<file path="src/rtl/hazard_ctrl.sv">
// Stall/flush generator for the 5-stage in-order pipeline: RAW scoreboard,
// memory-wait FSM, redirect flush and a saturating stall-cycle counter.
module hazard_ctrl #(
    parameter int NREG   = 32,
    parameter int CNT_W  = 2,
    parameter int PERF_W = 32
) (
    input  logic              clk,
    input  logic              reset,
    input  logic              id_valid,
    input  logic              id_use_rs1,
    input  logic              id_use_rs2,
    input  logic [4:0]        id_rs1,
    input  logic [4:0]        id_rs2,
    input  logic              id_en_rd,
    input  logic [4:0]        id_rd,
    input  logic              wb_valid,
    input  logic              wb_en_rd,
    input  logic [4:0]        wb_rd,
    input  logic              mem_req,
    input  logic              mem_done,
    input  logic              ex_redirect,
    output logic              stall_id,
    output logic              stall_ex,
    output logic              stall_mem,
    output logic              stall_wb,
    output logic              bubble_ex,
    output logic              bubble_wb,
    output logic              flush_id,
    output logic              busy_any,
    output logic [PERF_W-1:0] stall_cycles
);

    typedef enum logic {
        MEM_IDLE,
        MEM_WAIT
    } mem_state_t;

    localparam logic [CNT_W-1:0] CNT_MAX = '1;

    mem_state_t       state;
    mem_state_t       state_nxt;
    logic [CNT_W-1:0] cnt [NREG];

    logic mem_stall;
    logic rs1_busy;
    logic rs2_busy;
    logic raw;
    logic issue;
    logic inc;
    logic dec;
    logic busy;

    // Memory wait FSM
    always_ff @(posedge clk or negedge reset) begin
        if (!reset) begin
            state <= MEM_IDLE;
        end else begin
            state <= state_nxt;
        end
    end

    always_comb begin
        state_nxt = state;
        mem_stall = 1'b0;
        case (state)
            MEM_IDLE: begin
                if (mem_req && !mem_done) begin
                    state_nxt = MEM_WAIT;
                    mem_stall = 1'b1;
                end
            end
            MEM_WAIT: begin
                if (mem_done) begin
                    state_nxt = MEM_IDLE;
                end else begin
                    mem_stall = 1'b1;
                end
            end
            default: state_nxt = MEM_IDLE;
        endcase
    end

    // RAW check against the in-flight writer counts; x0 never blocks.
    assign rs1_busy = id_use_rs1 && (id_rs1 != 5'd0) && (cnt[id_rs1] != '0);
    assign rs2_busy = id_use_rs2 && (id_rs2 != 5'd0) && (cnt[id_rs2] != '0);
    assign raw      = id_valid && (rs1_busy || rs2_busy);

    always_comb begin
        busy = 1'b0;
        for (int unsigned i = 0; i < NREG; i++) begin
            busy = busy | (cnt[i] != '0);
        end
    end

    // Control outputs, priority mem_stall > redirect > raw > issue.
    always_comb begin
        stall_id  = 1'b0;
        stall_ex  = 1'b0;
        stall_mem = 1'b0;
        stall_wb  = 1'b0;
        bubble_ex = 1'b0;
        bubble_wb = 1'b0;
        flush_id  = 1'b0;
        busy_any  = 1'b0;
        issue     = 1'b0;
        if (reset) begin
            busy_any = busy;
            if (mem_stall) begin
                stall_id  = 1'b1;
                stall_ex  = 1'b1;
                stall_mem = 1'b1;
                bubble_wb = 1'b1;
            end else if (ex_redirect) begin
                flush_id  = 1'b1;
                bubble_ex = 1'b1;
            end else if (raw) begin
                stall_id  = 1'b1;
                bubble_ex = 1'b1;
            end else begin
                issue = id_valid;
            end
        end
    end

    assign inc = issue && id_en_rd && (id_rd != 5'd0);
    assign dec = wb_valid && wb_en_rd && (wb_rd != 5'd0);

    // Scoreboard: simultaneous inc/dec on one register cancels out.
    always_ff @(posedge clk or negedge reset) begin
        if (!reset) begin
            for (int unsigned i = 0; i < NREG; i++) begin
                cnt[i] <= '0;
            end
        end else begin
            cnt[0] <= '0;
            for (int unsigned i = 1; i < NREG; i++) begin
                if (inc && (id_rd == 5'(i)) && !(dec && (wb_rd == 5'(i)))) begin
                    assert (cnt[i] != CNT_MAX);
                    if (cnt[i] != CNT_MAX) begin
                        cnt[i] <= cnt[i] + CNT_W'(1);
                    end
                end else if (dec && (wb_rd == 5'(i)) && !(inc && (id_rd == 5'(i)))) begin
                    if (cnt[i] != '0) begin
                        cnt[i] <= cnt[i] - CNT_W'(1);
                    end
                end
            end
        end
    end

    always_ff @(posedge clk or negedge reset) begin
        if (!reset) begin
            stall_cycles <= '0;
        end else if (stall_id && (stall_cycles != '1)) begin
            stall_cycles <= stall_cycles + PERF_W'(1);
        end
    end

endmodule

</file>
<file path="config.mk">
export PLATFORM = sky130hd
export DESIGN_NAME = hazard_ctrl
export DESIGN_NICKNAME = d
export VERILOG_FILES = /design/src/rtl/hazard_ctrl.sv
export SDC_FILE = /design/constraint.sdc
export NUM_CORES = 1
export LEC_CHECK = 0
export CORE_MARGIN = 2
export CORE_UTILIZATION = 25
export DETAILED_ROUTE_END_ITERATION = 10
export DONT_BUFFER_PORTS = 1
export GPL_ROUTABILITY_DRIVEN = 0
export GPL_TIMING_DRIVEN = 0
export HOLD_SLACK_MARGIN = 0.15
export SYNTH_ARGS = -nofsm -noshare
export SYNTH_HDL_FRONTEND = slang
export SYNTH_SLANG_ARGS = --single-unit
export TNS_END_PERCENT = 30
</file>
<file path="constraint.sdc">
create_clock -name clk -period 4.8 [get_ports clk]
set_clock_uncertainty 0.05 [all_clocks]
set_input_delay 0.96 -clock clk [delete_from_list [all_inputs] [get_ports clk]]
set_output_delay 0.96 -clock clk [all_outputs]
set_load 0.005 [all_outputs]
</file>
==> results of run 1 <==
## through the flow
stage / total power, mW / setup WS (ns) / util [%]
global route: 1.87 / 0.270 / 28.4
CTS: 1.82 / 0.552 / 28.4
detailed placement: 1.03 / 0.200 / 27.1
finish: 1.80 / 0.494 / 28.4
global placement: 1.03 / 0.269 / 27.1
floorplan: 0.979 / 0.904 / -
## sequential cells by signal, summed over array words and instances (netlist names)
signal        cells
state             1
cnt              62
stall_cycles     32
## how the worst max path moves through the flow
| stage | endpoint | slack [ns] |
|---|---|---|
| 2_1_floorplan | cnt[26] | 0.90 |
| 3_3_place_gp | cnt[26] | 0.27 |
| 3_5_place_dp | cnt[26] | 0.20 |
| 4_1_cts | stall_id | 0.55 |
| 5_1_grt | cnt[31] | 0.27 |
| 6_report | stall_id | 0.49 |
## placed cells by master (no fill, tap or decap), types with 5 or more instances in the layout
| cell type | Yosys | layout |
|---|---|---|
| sky130_fd_sc_hd__nor4_1 | 8 | 8 |
| sky130_fd_sc_hd__clkbuf_1 | 13 | 13 |
| sky130_fd_sc_hd__buf_2 | 6 | 6 |
| sky130_fd_sc_hd__nand2b_1 | 7 | 7 |
| sky130_fd_sc_hd__nor2_1 | 49 | 49 |
| sky130_fd_sc_hd__inv_1 | 6 | 6 |
| sky130_fd_sc_hd__nand2_1 | 73 | 73 |
| sky130_fd_sc_hd__mux4_2 | 9 | 9 |
| sky130_fd_sc_hd__clkbuf_16 | 0 | 9 |
| sky130_fd_sc_hd__o21bai_1 | 33 | 33 |
| sky130_fd_sc_hd__and2_1 | 5 | 5 |
| sky130_fd_sc_hd__buf_4 | 5 | 5 |
| sky130_fd_sc_hd__o21ai_0 | 65 | 65 |
| sky130_fd_sc_hd__dfrtp_1 | 95 | 95 |
| sky130_fd_sc_hd__nand3_1 | 16 | 16 |
| sky130_fd_sc_hd__mux2i_1 | 33 | 33 |
| sky130_fd_sc_hd__nand4_1 | 20 | 20 |
| sky130_fd_sc_hd__nor2b_1 | 33 | 33 |
| sky130_fd_sc_hd__a21oi_1 | 44 | 44 |
| sky130_fd_sc_hd__and3_1 | 18 | 18 |
| sky130_fd_sc_hd__xnor2_1 | 30 | 30 |
| sky130_fd_sc_hd__nor3_1 | 31 | 31 |
| sky130_fd_sc_hd__ha_1 | 32 | 32 |
## cell type report
type                       instances  share of cell area [%]
multi-input combinational        556                    53.0
tap                              324                    5.88
inverter                           7                   0.381
sequential                        95                    34.5
buffer                            24                    1.69
clock buffer                       9                    3.27
clock inverter                     7                    1.34
## report_power, final
group | switching, mW | internal (mW)
Combinational | 0.103 | 0.0582
Sequential | 0.0324 | 0.822
Clock | 0.361 | 0.423
## layer usage
metal  wire [um]  part of all wire (%)  vias to the layer above
met5           0                     0                        -
met4         248                   1.5                        0
met3        1670                    10                       21
met2        6980                    43                      189
met1        7240                    45                     2483
li1            -                     -                     2503
## kinds of logic after synthesis
| group | after synthesis | share of synthesized area (%) |
|---|---|---|
| buf+inv | 31 | 2.31 |
| other cells | 1 | 0.0608 |
| fa+ha+maj | 32 | 6.49 |
| simple gates | 290 | 24.1 |
| mux | 44 | 9.00 |
| flops | 95 | 38.5 |
| compound gates | 158 | 15.1 |
| xor+xnor | 31 | 4.40 |
==> results summary, run 1 <==
The share of flip-flops with an asynchronous set or reset is 100%. The met2 global-route usage came out at 19.7%. Counting flops with a built-in enable in the synthesized netlist gives 0.

The area added between synthesis and finish came out at 11.7%. The initial antenna violation count is 0. The first-pass GRT wire length came out at 26200 um. The number of buffers inserted for hold repair after clock tree synthesis came out at 0.

The launch point of the worst reg-to-reg path is cnt[8]. Entering global routing, the biggest net connects 100 pins. In this run the most used layer during global routing was met2. The minimum clock period is 4.31 ns.

The leakage power total is 3.14 nW. The number of logic stages on the critical path including buffering is 8. The launching instance or port of the critical path is id_rs1[1]. Once layout is done, the placed cells without fillers occupy 6900 um2. The total area of multi-input combinational cells came out at 3650 um2. The clock transition at the registers of the reported paths is 0.07 ns. The global routing usage on met3 came out at 5.37%. The data required time of the critical path is 3.79 ns.

The floorplan step defined a die boundary enclosing 26000 um2. Measured in cells, the most critical reg-to-reg path has a length of 13. The total vias in the final route came out at 5196. After synthesis, the most frequently instantiated cells are 95 x sky130_fd_sc_hd__dfrtp_1, 73 x sky130_fd_sc_hd__nand2_1, 65 x sky130_fd_sc_hd__o21ai_0. The setup TNS came out at 0 ns.

The tightest min-delay check is of the input port to async pin type. The net count after synthesis is 745. Counting distinct cell types in the post-synthesis netlist gives 50.

The highest fanout seen on the critical path is 10. The via density per instance is 5.08. After global routing the overflow that remains totals 0. The CTS tree is built. The slowest stage of the critical path is the sky130_fd_sc_hd__a2111oi_0 cell.

The synthesized netlist cell count came out at 682. The height of the die came out at 161 um. The post-synthesis instance area came out at 6170 um2. Across all hold checks on the routed design, the worst slack comes to 0.246 ns. The hold violation total from the final report came out at 0. The violation count after the first detailed-routing iteration came out at 383.

The post-layout instance count excluding filler cells is 1022. The run finished with clean final reports. The total half-perimeter wirelength after legalization and detailed placement is 12400 um.

The worst setup path is of the input port to output port kind. The library cell with the highest instance count after synthesis is sky130_fd_sc_hd__dfrtp_1. The placeable core region is 24200 um2.

The overall routing resource usage came out at 12.8%. The detail-routed net length per standard cell came out at 15.8 um. The synthesized design devotes to its leading area cell type 38.5% of total area. The number of detailed-route iterations in the first pass is 5. The tool flagged a number of max-cap violations equal to 0.

The worst supply voltage drop on vdd came out at 0.172 mV. The setup violation total in the final timing report came out at 0. The count of input and output buffers came out at 0. The filler cells instantiated in the layout total 2573. The sum of buffers and inverters on the critical path is 2. The H-tree level count is 3. The worst register-to-register path has a setup slack of 0.90 ns. For this run, the leading register cell type out of synthesis is sky130_fd_sc_hd__dfrtp_1. The critical path data arrival time came out at 3.30 ns.

Setup repair after global routing left no endpoint under its margin. The worst slew margin relative to its limit is 54.1%. Broken down by cell family, the worst path's largest delay share belongs to compound AO/OA/AOI/OAI gates.

The power density of the placed cells is 261 nW/um2. The latest clock arrival within the worst-skew pair is 0.36 ns. Across the whole layout, storage elements account for 2380 um2. The total count of max-transition violations in the final report is 0. Summing all placed instances gives a cell area of 6580 um2. The cell at the root of the clock tree is sky130_fd_sc_hd__clkbuf_16. The worst path uses 89.7% of the clock period. The number of warnings issued by yosys is 0.

The count of nets after finishing is 756. The final routed wirelength across all metal layers is 16100 um. The global routing usage on met1 came out at 16.3%. The delay contributed by the slowest stage of the critical path came out at 0.52 ns. The via count of the first global-routing pass is 4891. The proportion of synthesized chip area in sequential cells came out at 38.5%. The I/O pin count came out at 71. The row count is 57. The number of buffers created by CTS came out at 9.

Ranked by total cell area, the synthesized netlist is headed by sky130_fd_sc_hd__dfrtp_1 39%, sky130_fd_sc_hd__ha_1 6.5%, sky130_fd_sc_hd__mux2i_1 5.4%. The clock sink total came out at 95. Once the clock tree was built, the setup fixing pass inserted 0 buffers.

The signal on the critical path passes through clkbuf_1, buf_2, nor3_1, a2111oi_0, a2111oi_2, a211oi_1, o21ai_0, a21oi_1. The category of the worst setup path launch point is an input port. The largest buffer count on any clock path came out at 2.

The pin slew with the least headroom to its limit is 0.684 ns. The cell type with the largest total area after synthesis is sky130_fd_sc_hd__dfrtp_1. The maximum clock frequency is 232 MHz.

The remaining routing DRC violations is 0. The number of instances in the placed design came out at 1006. The number of gates resized after CTS was 0. In this run the remaining antenna-violating nets after routing total 0. The mean cell area of the mapped netlist came out at 9.05 um2. The fraction of final layout cells sized beyond drive strength 1 came out at 6.73%. The synthesis-stage register bit count is 95. The die outline width came out at 161 um. The initial core utilization is 25.5%.

The endpoint identified for the worst register-to-register timing path is cnt[26]. The number of antenna repair diodes came out at 0. The worst setup path is captured at an output port.
Power figures use the tool's default switching activity.
==> inputs of run 2 (changes only) <==
--- a/config.mk
+++ b/config.mk
@@ -5,6 +5,8 @@
 export SDC_FILE = /design/constraint.sdc
 export NUM_CORES = 1
 export LEC_CHECK = 0
+export CELL_PAD_IN_SITES_DETAIL_PLACEMENT = 1
+export CELL_PAD_IN_SITES_GLOBAL_PLACEMENT = 2
 export CORE_MARGIN = 2
 export CORE_UTILIZATION = 25
 export DETAILED_ROUTE_END_ITERATION = 10
@@ -12,6 +14,7 @@
 export GPL_ROUTABILITY_DRIVEN = 0
 export GPL_TIMING_DRIVEN = 0
 export HOLD_SLACK_MARGIN = 0.15
+export PLACE_DENSITY_LB_ADDON = 0.1
 export SYNTH_ARGS = -nofsm -noshare
 export SYNTH_HDL_FRONTEND = slang
 export SYNTH_SLANG_ARGS = --single-unit
==> results summary, run 2 (same netlist as run 1, synthesis figures left out) <==
The number of flip-flops under the largest register name is 62. STA puts the critical path data required time at 5.04 ns. The detail-routed net length per standard cell is 20.9 um.

The path depth of the worst reg2reg path is 13. Setup repair after global routing left no endpoint under its margin. The HPWL after detailed placement is 16500 um. cnt holds more flip-flops than any other register. For this design, the CTS-stage hold fixing added 0 buffers. The remaining routing DRC violations is 0. Along the worst path, the maximum fanout reaches 8. The number of detailed-route iterations in the first pass is 4. The minimum clock period is 4.38 ns.

The endpoint of the lowest-slack register-to-register path is cnt[30]. The number of max-cap violations came out at 0. Broken down by cell family, the worst path's largest delay share belongs to simple AND/OR/NAND/NOR gates. The floorplan has 57 rows. The delay contributed by the slowest stage of the critical path is 0.62 ns. The hold violation total from the final report came out at 0. The fraction of final layout cells sized beyond drive strength 1 is 6.73%. The post-CTS resize count came out at 0.

The placeable core region is 24200 um2. The post-route fraction of the period consumed by the critical path came out at 91.3%. The clock transition at the registers of the reported paths is 0.08 ns.

Counting tap cells, the placed design contains a total of 1006 instances. The die covers 26000 um2. The layout has 2815 filler cells. The via count of the first global-routing pass came out at 5761.

For this design the ratio of total power to cell area is 263 nW/um2. The largest buffer count on any clock path is 2. The post-layout instance count excluding filler cells is 1022. In the final layout, the registers with the most flip-flops are cnt: 62 flops, stall_cycles: 32 flops, state: 1 flops.

The completed layout was analyzed and its total power is 1.81 mW. The total congestion overflow after global routing is 0. The area added between synthesis and finish came out at 11.5%. The startpoint identified for the worst register-to-register timing path is cnt[8]. Measured against its own limit, the worst slew margin works out to 51.5%. In this run the remaining antenna-violating nets after routing total 0. The number of logic stages on the critical path including buffering came out at 12. The number of buffers created by CTS is 9. The number of buffers and inverters on the critical path is 2. For this design the top-level I/O count stands at 71. Walking the worst path, the cells encountered are clkbuf_1, mux4_2, mux2i_1, o22ai_1, nor2_2, o211ai_1, or4_1, clkbuf_1, nor4_1, ha_1, o21bai_1, mux2i_1. The number of antenna repair diodes came out at 0.

The largest net degree at the start of global routing is 100. The flow ran to the end, and the final reports show no timing, DRC or antenna violations. The clock sink total is 95.

Summed over all cells, the static leakage comes to 3.13 nW. The routed layout has 5249 vias. The most common cell after layout, fill and taps aside is sky130_fd_sc_hd__dfrtp_1.

The post-CTS setup buffer count came out at 0. In the final design database the tool counted 756 nets. The die outline width is 161 um. The H-tree was split into 3 levels. The worst hold path belongs to the class input port to async pin. Static timing analysis puts the maximum clock frequency at 228 MHz.

Setup violations remaining at the end of the flow were counted as 0. The via density per instance is 5.14. The count of input and output buffers is 0. The critical path data arrival time came out at 4.62 ns.

Once the floorplan was initialized, standard cells occupied 25.5% of the core. TritonCTS built the clock tree. The pin slew with the least headroom to its limit came out at 0.727 ns. The setup slack on the worst flop-to-flop path is 0.65 ns. The first-pass GRT wire length came out at 33600 um. The slowest stage of the critical path is the sky130_fd_sc_hd__mux4_2 cell.

The initial antenna violation count is 0. The first routing iteration left 245 violations. The worst setup path is launched from an input port. The worst setup path is captured at a register. The latest clock arrival within the worst-skew pair came out at 0.37 ns. In this run the clock root is driven by a sky130_fd_sc_hd__clkbuf_16. Global routing used 17.1% of the available tracks. The kind of critical path is input port to register. The worst supply voltage drop on vdd is 0.138 mV.

Leaving out fill and tap cells, the most frequent cells in the layout are 95 x sky130_fd_sc_hd__dfrtp_1, 73 x sky130_fd_sc_hd__nand2_1, 65 x sky130_fd_sc_hd__o21ai_0, 49 x sky130_fd_sc_hd__nor2_1, 44 x sky130_fd_sc_hd__a21oi_1. The height of the die is 161 um. The routed design has 21400 um of wire.

The total count of max-transition violations in the final report is 0.
==> run 2: worst max-delay path by stage <==
stage	start	end	slack (ns)
final	id_rs2[2]	cnt[30]	0.42
after global placement	id_rs1[1]	cnt[30]	-0.08
after detailed placement	id_rs1[1]	cnt[30]	-0.08
after global routing	id_rs1[1]	stall_id	0.07
after floorplan	id_rs2[1]	cnt[26]	0.90
after CTS	id_rs1[1]	cnt[30]	0.30
==> run 2: layer usage <==
layer  wire length [um]  track usage [%]  vias to the layer above  share of wire, %
li1                   -                -                     2495                 -
met1               9430             21.1                     2650                44
met2              10500             29.7                       80                49
met3                990             4.11                       24               4.6
met4                435             4.99                        0               2.0
met5                  0                0                        -                 0
==> run 2: layout make-up <==
type	instances	area [um2]	area share [%]
multi-input cells	556	3650	53.1
flip-flops and latches	95	2380	34.5
well taps	324	405	5.89
clock buffers	9	225	3.27
plain buffers	24	116	1.69
clock inverters	7	81.3	1.18
inverters	7	26.3	0.382
==> run 2: metrics by stage <==
step	instance area, um2	worst slack, ns	hold WS, ns	util, %	setup TNS [ns]
2_1_floorplan	6170	0.904	0.408	-	0
3_3_place_gp	6580	-0.0785	0.423	27.1	-0.142
3_5_place_dp	6580	-0.0811	0.441	27.1	-0.142
4_1_cts	6880	0.302	0.224	28.4	0
5_1_grt	6880	0.0741	0.217	28.4	0
6_report	6880	0.418	0.234	28.4	0
==> run 2: power by group <==
| part | internal (mW) | switching, mW | leakage [nW] | total (mW) |
|---|---|---|---|---|
| Clock | 0.374 | 0.400 | 0.150 | 0.774 |
| Combinational | 0.0587 | 0.118 | 1.66 | 0.176 |
| Sequential | 0.822 | 0.0357 | 1.32 | 0.857 |
==> inputs of run 3 (changes only) <==
--- a/config.mk
+++ b/config.mk
@@ -14,7 +14,7 @@
 export GPL_ROUTABILITY_DRIVEN = 0
 export GPL_TIMING_DRIVEN = 0
 export HOLD_SLACK_MARGIN = 0.15
-export PLACE_DENSITY_LB_ADDON = 0.1
+export PLACE_DENSITY = 0.64
 export SYNTH_ARGS = -nofsm -noshare
 export SYNTH_HDL_FRONTEND = slang
 export SYNTH_SLANG_ARGS = --single-unit
==> results summary, run 3 (same netlist as run 1, synthesis figures left out) <==
The post-placement cell area came out at 6580 um2. The number of inserted filler cells in the final layout came out at 2856. The worst setup path is captured at a register.

The top cell types in the final layout, fill and taps aside, are 95 x sky130_fd_sc_hd__dfrtp_1, 73 x sky130_fd_sc_hd__nand2_1, 65 x sky130_fd_sc_hd__o21ai_0, 49 x sky130_fd_sc_hd__nor2_1, 44 x sky130_fd_sc_hd__a21oi_1. The cell at the root of the clock tree is sky130_fd_sc_hd__clkbuf_16. Cells fill 28.5% of the core in the end. The setup violation total in the final timing report is 0. In this run, post-CTS hold repair placed 0 buffers. The leakage power total came out at 3.14 nW. The row count came out at 57. The total area of multi-input combinational cells came out at 3660 um2. Static timing analysis puts the maximum clock frequency at 225 MHz. For this run, design rule violations remaining after detail routing come to 0.

The largest net degree at the start of global routing came out at 100. The height of the die came out at 161 um. The critical path data arrival time is 4.64 ns. The post-route netlist has 6.88% of its cells at a drive strength greater than 1. The total count of max-transition violations in the final report came out at 0. The overall routing resource usage came out at 16.4%. The cell area after layout is 6900 um2. The detail-routed net length per standard cell came out at 20.2 um. Of the available clock period, the critical path in the final layout requires 92.6%.

The number of buffers created by CTS is 9. The first-pass GRT wire length is 33100 um. After clock tree synthesis, the setup repair step added 0 buffers. Across the VDD grid, the largest voltage drop is 0.232 mV.

The post-layout instance count excluding filler cells came out at 1022. The number of antenna-violating nets in the routed design is 0. The post-CTS resize count came out at 0. The initial antenna violation count is 0. The total half-perimeter wirelength after legalization and detailed placement is 15800 um. The number of detailed-route iterations in the first pass is 4.

The number of instances in the placed design is 1006. The latest clock arrival within the worst-skew pair is 0.37 ns. The power density of the placed cells came out at 262 nW/um2. Setup repair after global routing left no endpoint under its margin. The largest registers in the layout are cnt: 62 flops, stall_cycles: 32 flops, state: 1 flops. More flip-flops sit in one register than any other, and that register is cnt. The H-tree level count came out at 3.

The clock transition at the registers of the reported paths came out at 0.09 ns. The most common cell after layout, fill and taps aside is sky130_fd_sc_hd__dfrtp_1. The worst hold-check slack came out at 0.225 ns. The category of the worst setup path launch point is an input port. The number of max-cap violations came out at 0. The tightest min-delay check is of the input port to async pin type. The number of antenna repair diodes is 0. The highest fanout seen on the critical path came out at 9. The minimum setup slack after placement came out at 0.00127 ns. The die outline width came out at 161 um. The sum of internal, switching and leakage power came out at 1.81 mW. Across all setup checks in the final design, the least slack found is 0.357 ns. The final layout contains routed wiring with a total length of 20600 um. The pin slew with the least headroom to its limit is 0.858 ns. The placeable core region came out at 24200 um2. The full die area is 26000 um2. The minimum clock period came out at 4.44 ns. The run finished with clean final reports. Summing all flip-flop and latch instances after layout gives 2380 um2. Headroom to the max-slew limit came out at 42.4%. The setup path with the least slack is of type input port to register. The via density per instance is 5.20.

TritonCTS built the clock tree. The violation count after the first detailed-routing iteration is 377. The total overflow left after global routing is 0. The clock sink total is 95. The setup TNS is 0 ns. The area added between synthesis and finish is 11.9%. At the end of the flow, the number of nets in the layout was 756. At the worst endpoint, the required time is 5.00 ns. The initial core utilization came out at 25.5%. The via count of the first global-routing pass was 5806. The count of input and output buffers came out at 0. The total vias in the final route came out at 5317. The I/O pin count came out at 71. The number of flip-flops under the largest register name came out at 62. The largest buffer count on any clock path is 2. The hold violation total from the final report came to 0.
## run 3: per-layer routing
metal  vias up  global-route usage (%)  wire (um)
li1       2491                       -          -
met4         0                    5.11        381
met5         -                       0          0
met2       118                    27.6       9820
met3        24                    4.70       1330
met1      2684                    20.4       9070
## run 3: worst max-delay path, cell delays in order
cell and delay [ns]:
sky130_fd_sc_hd__buf_4 0.16, sky130_fd_sc_hd__inv_2 0.10, sky130_fd_sc_hd__mux2_2 0.35, sky130_fd_sc_hd__mux4_2 0.46, sky130_fd_sc_hd__mux2i_1 0.34, sky130_fd_sc_hd__o22ai_1 0.17, sky130_fd_sc_hd__nor2_2 0.24, sky130_fd_sc_hd__o211ai_1 0.16
sky130_fd_sc_hd__or4_1 0.49, sky130_fd_sc_hd__clkbuf_1 0.30, sky130_fd_sc_hd__nor3_1 0.30, sky130_fd_sc_hd__ha_1 0.31, sky130_fd_sc_hd__o21ai_0 0.21, sky130_fd_sc_hd__nand2_1 0.07
## run 3: power breakdown
part | internal (mW) | switching, mW
logic | 0.0588 | 0.114
clock network | 0.380 | 0.402
registers | 0.822 | 0.0357
## run 3: worst paths after layout
check / startpoint / end / slack (ns) / cells past startpoint
worst min register to register: cnt[12] / cnt[12] / 0.45 / 1
min in group clk: cnt[12] / cnt[12] / 0.45 / 1
max in group asynchronous: reset / cnt[1] / 4.31 / 0
worst max-delay path: id_rs2[1] / cnt[39] / 0.36 / 14
worst max register to register: cnt[8] / cnt[39] / 0.55 / 13
worst min-delay path: reset / stall_cycles[7] / 0.23 / 0
## run 3: final cells by class
class                      instances  share of cell area [%]
inverter                           7                   0.381
clock inverter                     7                    1.40
multi-input combinational        556                    53.0
buffer                            24                    1.69
sequential                        95                    34.4
clock buffer                       9                    3.26
tap                              324                    5.87
